===== src/rtl/mdu_pkg.sv =====
// Shared definitions for the multiply/divide unit: MIPS funct codes and FSM states.
package mdu_pkg;

  localparam logic [5:0] FN_MULT  = 6'b011000;
  localparam logic [5:0] FN_MULTU = 6'b011001;
  localparam logic [5:0] FN_DIV   = 6'b011010;
  localparam logic [5:0] FN_DIVU  = 6'b011011;
  localparam logic [5:0] FN_MTHI  = 6'b010001;
  localparam logic [5:0] FN_MTLO  = 6'b010011;

  typedef enum logic [1:0] {
    IDLE   = 2'd0,
    CALC   = 2'd1,
    FINISH = 2'd2
  } mduStateT;

  function automatic logic isMdOp(input logic [5:0] f);
    return (f == FN_MULT) || (f == FN_MULTU) || (f == FN_DIV) || (f == FN_DIVU);
  endfunction

endpackage


===== src/rtl/mdu.sv =====
// Iterative MIPS HI/LO multiply/divide unit: one radix-2 step per cycle on a
// shared 2*WIDTH+1-bit shift/accumulate register, sign fixed up at the end.
module mdu
  import mdu_pkg::*;
#(
  parameter int WIDTH = 32
) (
  input  logic             clk,
  input  logic             rst,
  input  logic             start,
  input  logic             flush,
  input  logic [5:0]       func,
  input  logic [WIDTH-1:0] valA,
  input  logic [WIDTH-1:0] valB,
  output logic [WIDTH-1:0] hi,
  output logic [WIDTH-1:0] lo,
  output logic             busy,
  output logic             done
);

  localparam int CNT_W = $clog2(WIDTH + 1);
  localparam int ACC_W = 2 * WIDTH + 1;

  mduStateT         state;
  logic [CNT_W-1:0] cnt;
  logic [ACC_W-1:0] acc;
  logic [WIDTH-1:0] magB;
  logic             isDiv;
  logic             negA;
  logic             negB;
  logic             divZero;

  function automatic logic [WIDTH-1:0] absVal(input logic [WIDTH-1:0] v, input logic sgn);
    return (sgn && v[WIDTH-1]) ? -v : v;
  endfunction

  function automatic logic [WIDTH-1:0] applySign(input logic [WIDTH-1:0] v, input logic neg);
    return neg ? -v : v;
  endfunction

  function automatic logic [2*WIDTH-1:0] applySignWide(input logic [2*WIDTH-1:0] v,
                                                       input logic neg);
    return neg ? -v : v;
  endfunction

  logic opSigned;
  assign opSigned = (func == FN_MULT) || (func == FN_DIV);

  // Multiply: acc = {carry, partial product, remaining multiplier bits}.
  // Divide:   acc = {partial remainder, remaining dividend / quotient bits}.
  logic [WIDTH:0]   mulSum;
  logic [WIDTH:0]   remShift;
  logic [WIDTH:0]   remNext;
  logic             qBit;
  logic [ACC_W-1:0] accStep;

  always_comb begin
    mulSum   = acc[ACC_W-1:WIDTH] + (acc[0] ? {1'b0, magB} : '0);
    remShift = acc[2*WIDTH-1:WIDTH-1];
    qBit     = (remShift >= {1'b0, magB});
    remNext  = qBit ? (remShift - {1'b0, magB}) : remShift;
    if (isDiv) accStep = {remNext, acc[WIDTH-2:0], qBit};
    else       accStep = {1'b0, mulSum, acc[WIDTH-1:1]};
  end

  // A zero divisor leaves the quotient all ones and the remainder equal to the
  // dividend; re-applying the dividend sign restores the original valA.
  logic [2*WIDTH-1:0] prodFix;
  logic [WIDTH-1:0]   quoFix;
  logic [WIDTH-1:0]   remFix;

  always_comb begin
    prodFix = applySignWide(acc[2*WIDTH-1:0], negA ^ negB);
    quoFix  = divZero ? '1 : applySign(acc[WIDTH-1:0], negA ^ negB);
    remFix  = applySign(acc[2*WIDTH-1:WIDTH], negA);
  end

  assign busy = (state != IDLE);

  always_ff @(posedge clk or posedge rst) begin
    if (rst) begin
      state   <= IDLE;
      cnt     <= '0;
      acc     <= '0;
      magB    <= '0;
      isDiv   <= 1'b0;
      negA    <= 1'b0;
      negB    <= 1'b0;
      divZero <= 1'b0;
      hi      <= '0;
      lo      <= '0;
      done    <= 1'b0;
    end else begin
      done <= 1'b0;
      if (flush) begin
        state <= IDLE;
      end else begin
        case (state)
          IDLE: begin
            if (start && isMdOp(func)) begin
              isDiv   <= (func == FN_DIV) || (func == FN_DIVU);
              negA    <= opSigned && valA[WIDTH-1];
              negB    <= opSigned && valB[WIDTH-1];
              divZero <= (valB == '0);
              magB    <= absVal(valB, opSigned);
              acc     <= {{(WIDTH+1){1'b0}}, absVal(valA, opSigned)};
              cnt     <= '0;
              state   <= CALC;
            end else if (start && func == FN_MTHI) begin
              hi <= valA;
            end else if (start && func == FN_MTLO) begin
              lo <= valA;
            end
          end
          CALC: begin
            acc <= accStep;
            cnt <= cnt + 1'b1;
            if (cnt == CNT_W'(WIDTH - 1)) state <= FINISH;
          end
          FINISH: begin
            if (isDiv) begin
              hi <= remFix;
              lo <= quoFix;
            end else begin
              {hi, lo} <= prodFix;
            end
            done  <= 1'b1;
            state <= IDLE;
          end
          default: state <= IDLE;
        endcase
      end
    end
  end

endmodule

===== config.mk =====
export PLATFORM = sky130hd
export DESIGN_NAME = mdu
export DESIGN_NICKNAME = d
export VERILOG_FILES = /design/src/rtl/mdu_pkg.sv /design/src/rtl/mdu.sv
export SDC_FILE = /design/constraint.sdc
export NUM_CORES = 1
export LEC_CHECK = 0
export CAP_MARGIN = 20
export CORE_MARGIN = 3
export CORE_UTILIZATION = 30
export DETAILED_ROUTE_END_ITERATION = 16
export PLACE_DENSITY = 0.46
export SYNTH_ARGS = -nofsm -noshare
export SYNTH_HDL_FRONTEND = slang
export SYNTH_SLANG_ARGS = --single-unit

===== constraint.sdc =====
create_clock -name clk -period 6.3 [get_ports clk]
set_input_delay 1.26 -clock clk [delete_from_list [all_inputs] [get_ports clk]]
set_output_delay 1.26 -clock clk [all_outputs]
set_load 0.01 [all_outputs]

# Yosys cells after proc, flatten, opt, wreduce, memory -nomap -nowiden
# Index checks and enable logic that the tools add are counted.
# totals
register_bits	174
output_inout_bits	66
word_cells	86
# op_classes
addsub	8
n_lt_le_gt_ge	1
eq_ne	16
mux	28
bitwise	2
n_reduce_logical	20
# op_table
operator	n
$mux W32	13
$mux W65	2
$pmux W65 S2	1
$neg A32 Y32	4
$pmux W32 S2	2
$mux W64	1
$neg A64 Y64	1
$eq A6 B5 Y1 const B	7
$add A33 B32 Y33	1
$ge A33 B32 Y1	1
$mux W33	1
$sub A33 B32 Y33	1
$logic_not A32 Y1	1
$pmux W6 S2	1
$ne A2 B2 Y1 const B	5
$add A6 B1 Y6 const B	1
$mux W2	3
$mux W6	1
$ne A3 B3 Y1 const B	2
$reduce_and A3 Y1	2
$reduce_bool A2 Y1	3
$logic_and A1 B1 Y1	5
$logic_or A1 B1 Y1	5
$reduce_and A5 Y1	1
other kinds (9)	10

# Longest topological paths before layout
# depth
ltp_word	8
depth_mapped	14
depth_no_buf	13

# Worst setup path after synthesis
# OpenSTA, ideal clock, no wires.
# synth_timing
path_type	in2reg
startpoint	in valB[12]
endpoint	reg magB[29]
setup_ns	0.133
arrival_ns	3.448
t_required_ns	6.167
setup_slack_ns	2.719
path_stages	8
cell_sequence	or4_1 > or4_1 > nor4_1 > nand2_1 > or2_2 > o41ai_2 > xor2_1 > o21ai_0
# synth_between
elab_chain_cells	2
# synth_lines
element	line	text
start: declaration	mdu.sv:14	input logic [WIDTH-1:0] valB,
$neg A32 Y32	mdu.sv:34	return (sgn && v[WIDTH-1]) ? -v : v;
$mux W32	mdu.sv:34	
end signal: assignment	mdu.sv:105	magB <= absVal(valB, opSigned);
end: declaration	mdu.sv:27	logic [WIDTH-1:0] magB;
# Every way passes these cells.
# A chain may end at the register's enable or synchronous reset.

# Final worst setup path
# layout_timing
startpoint	reg acc[48]
endpoint	reg acc[55]
# layout_between
elab_chain_cells	4
elab_cells_between_ends	6
classes_between	add/sub: 2; order compare: 1; mux: 3
# layout_lines
element	line	text
start: declaration	mdu.sv:26	logic [ACC_W-1:0] acc;
start signal: assignment	mdu.sv:106	acc <= {{(WIDTH+1){1'b0}}, absVal(valA, opSigned)};
start signal: assignment	mdu.sv:116	acc <= accStep;
$sub A33 B32 Y33 / $ge A33 B32 Y1 (equally long branches)	mdu.sv:61, mdu.sv:60	
$mux W33	mdu.sv:61	remNext = qBit ? (remShift - {1'b0, magB}) : remShift;
$mux W65 *	mdu.sv:62	if (isDiv) accStep = {remNext, acc[WIDTH-2:0], qBit};
$pmux W65 S2 *	mdu.sv:98	case (state)
# Mark *: on every way between the ends. The rest lies on a longest branch, timed or not.

==> summary.txt <==
Run status
  – Status: completed

Critical path
  – Worst setup EP type: register
  – R2R depth: 9
  – R2r startpoint: acc[48]
  – Kind of cell adding the most delay to the critical path: simple AND/OR/NAND/NOR gates
  – Worst flop-to-flop path endpoint: acc[55]
  – CP Launch Type: register
  – Register-to-register setup slack: 1990 ps
  – Critical-path cell list: ha_1 > and4_1 > nand4_1 > or4_1 > o211a_1 > a211o_1 > nand2_2 > mux2i_1 > o221ai_1
  – Crit-path slowest cell: nand2_2
  – Critical path required time: 6620 ps
  – Worst stage delay on the critical path: 720 ps
  – CP Max Fanout: 26
  – WS Path Type: reg -> reg
  – Critical Path AT: 4640 ps
  – Worst path bufs/invs: 0

Routing
  – ANT nets after route: 0
  – Drt first pass iters: 5
  – Routed length per placed instance: 20.5 um
  – DR vias/cell: 5.42
  – Vias: 13756
  – DR DRC count: 0
  – DR iter-0 viols: 1102
  – Final Routed Wirelength: 52.1 mm

STA
  – Final setup margin: 1990 ps
  – Period Utilization, post-route: 68.5%
  – Worst-Margin Slew: 1090 ps
  – RSZ-0062 raised after global routing: no
  – Max-slew violations: 0
  – Hold_ws: 477 ps
  – Final setup TNS: 0 ps
  – Final Hold Viols: 0
  – Relative slew slack: 27.4%
  – Skew final: 16.8 ps
  – Fmax: 232 MHz
  – Final setup viols: 0
  – Period minus WS final: 4310 ps

Logic synthesis
  – Post-Synthesis Cells: 1842
  – Sequential area share after synthesis: 30.1%
  – Synth top area cells: dfrtp_1, o21ai_0, nand2_1, ha_1, xnor2_1
  – Yosys Warn Count: 0
  – Top cell type's share of synthesized area: 30.1%
  – #FFs+latches synth: 174
  – Mapped Nets: 1987
  – Post-synth top area cell: dfrtp_1
  – Syn_area_per_cell: 7.86 um2
  – Dominant synthesized flop cell: dfrtp_1
  – Post-synth EDFFs: 0
  – Post-synthesis cell type count: 79
  – Post-Syn Area: 0.0145 mm2
  – FFs w/ async S/R, synth: 100%

Floorplanning
  – Core area: 0.0471 mm2
  – Number of placed I/O pins: 140
  – Starting Density: 30.7%
  – Die ar.: 0.0509 mm2
  – # rows: 79
  – Die width: 226 um
  – Die Span Y: 226 um

Final layout
  – Fillers: 4972
  – Share of cells above drive strength 1: 4.25%
  – Nets@finish: 2062
  – Finished Cell Area: 0.0170 mm2
  – Area grow syn2layout: 17.1%

CTS
  – Max clock buf depth: 2
  – Num CTS Buffers: 17
  – # resized after CTS: 0
  – TritonCTS clock tree: done
  – CTS Hold Bufs: 0
  – Sink Count: 174
  – Root buffer cell: clkbuf_16
  – Worst-skew pair later-pin latency: 500 ps
  – Worst-path clk slew: 70 ps
  – Post-CTS setup buffers: 0
  – H-tree levels: 4

Pwr
  – Pwr dens: 292 mW/mm2
  – Total design power: 4950 uW
  – Pleak: 0.00719 uW
  – Peak VDD IR: 0.235 mV

Min path
  – Hold Crit Class: reg -> reg
  – Hold endpoint: magB[12]
  – Hold Startpoint: magB[12]
  – Hold Path Cell Cnt: 2

Place
  – HPWL Detailed: 39.6 mm
  – Placement Setup Slack: 1850 ps
  – Area after DPL: 0.0164 mm2
  – GP Congestion: 0.905
  – Port Buffers: 139

Run
  – Max cap viols: 0

Global route
  – Initial antenna violation count: 0
  – GR Overflow Total: 0
  – Largest net degree at the start of global routing: 106
  – Vias in the first global route: 13358
  – First-pass GRT wire length: 80.4 mm
  – GRT Util Overall: 20.6%
Yosys cell counts (17+ instances only):
cell / count
o21ai_0: 225
o22ai_1: 33
xnor2_1: 87
a21o_1: 25
mux2i_1: 57
nor2_1: 148
xor2_1: 84
nand3_1: 32
clkbuf_1: 75
nor3_1: 42
dfrtp_1: 174
nor4_1: 17
nand2_1: 240
a31oi_1: 24
a21oi_1: 128
o31ai_1: 28
ha_1: 69
inv_1: 73
flip-flops by register name, summed over array words and instances (netlist names):
| signal | flops |
|---|---|
| isDiv | 1 |
| magB | 32 |
| negA | 1 |
| lo | 32 |
| acc | 65 |
| divZero | 1 |
| cnt | 6 |
| state | 2 |
| hi | 32 |
| done | 1 |
| negB | 1 |
final cells by class:
| class | count | area [um2] | share of cell area, % |
|---|---|---|---|
| Tap cell | 607 | 759 | 4.48 |
| Clock inverter | 13 | 149 | 0.878 |
| Inverter | 73 | 279 | 1.64 |
| Sequential cell | 174 | 4360 | 25.7 |
| Clock buffer | 19 | 443 | 2.61 |
| Antenna cell | 1 | 2.50 | 0.0148 |
| Timing Repair Buffer | 155 | 1520 | 8.98 |
| Multi-Input combinational cell | 1496 | 9450 | 55.7 |
placed cells by master (no fill, tap or decap), types with 9 or more instances in the layout:
| cell type | synthesis | final |
|---|---|---|
| nand4_1 | 11 | 11 |
| nand2_1 | 240 | 239 |
| nand2b_1 | 10 | 10 |
| o21ai_0 | 225 | 224 |
| buf_4 | 2 | 15 |
| a22oi_1 | 15 | 15 |
| nand3_1 | 32 | 32 |
| nor4_1 | 17 | 17 |
| xor2_1 | 84 | 83 |
| inv_1 | 73 | 72 |
| xnor2_1 | 87 | 87 |
| or3_1 | 14 | 13 |
| a31oi_1 | 24 | 24 |
| or2_2 | 9 | 9 |
| nor3_1 | 42 | 42 |
| and2_1 | 10 | 10 |
| or4_1 | 13 | 13 |
| a21o_1 | 25 | 25 |
| nor2b_1 | 13 | 11 |
| clkdlybuf4s50_1 | 0 | 139 |
| clkbuf_16 | 0 | 17 |
| mux2i_1 | 57 | 57 |
| and3_1 | 16 | 16 |
| o41ai_1 | 10 | 10 |
| ha_1 | 69 | 69 |
| o22ai_1 | 33 | 33 |
| a211oi_1 | 14 | 14 |
| a21oi_1 | 128 | 128 |
| dfrtp_1 | 174 | 173 |
| nor2_1 | 148 | 147 |
| o31ai_1 | 28 | 28 |
layer usage:
| metal | vias to the layer above | track usage [%] | share of wire [%] |
|---|---|---|---|
| met4 | 0 | 6.21 | 1.9 |
| li1 | 6789 | - | - |
| met5 | - | 0 | 0 |
| met3 | 56 | 3.15 | 4.5 |
| met1 | 6557 | 28.5 | 48 |
| met2 | 354 | 33.2 | 46 |
metrics by stage:
step	cells	utilization, %
6_report	2538	36.0
5_1_grt	2537	36.0
4_1_cts	2536	36.0
3_5_place_dp	2504	34.7
3_3_place_gp	2504	34.7
2_1_floorplan	1842	-
power by group:
| part | leakage, uW | switching, uW | internal, uW |
|---|---|---|---|
| Sequential | 0.00231 | 271 | 1300 |
| Clock | 0.000287 | 541 | 571 |
| Combinational | 0.00460 | 1350 | 913 |
| Total | 0.00719 | 2160 | 2780 |
tightest hold or removal path, stage by stage (launching register included):
cell     delay (ps)
dfrtp_1         340
nand2_1          40
o21ai_0          60
cells by family after synthesis:
| logic type | share of synthesized area [%] |
|---|---|
| buf+inv | 4.93 |
| compound gates | 25.0 |
| flops | 30.1 |
| simple gates | 19.4 |
| fa+ha+maj | 6.24 |
| mux | 4.02 |
| xor+xnor | 10.3 |
how the worst max path moves through the flow:
stage                   from        to  cells after the start
floorplan                rst    acc[0]                      1
global placement    valB[12]  magB[28]                     10
detailed placement  valB[12]  magB[28]                     10
CTS                  acc[38]   acc[55]                      9
global route          acc[0]   acc[61]                     13
finish               acc[48]   acc[55]                      9
(Power assumes the default switching activity.)
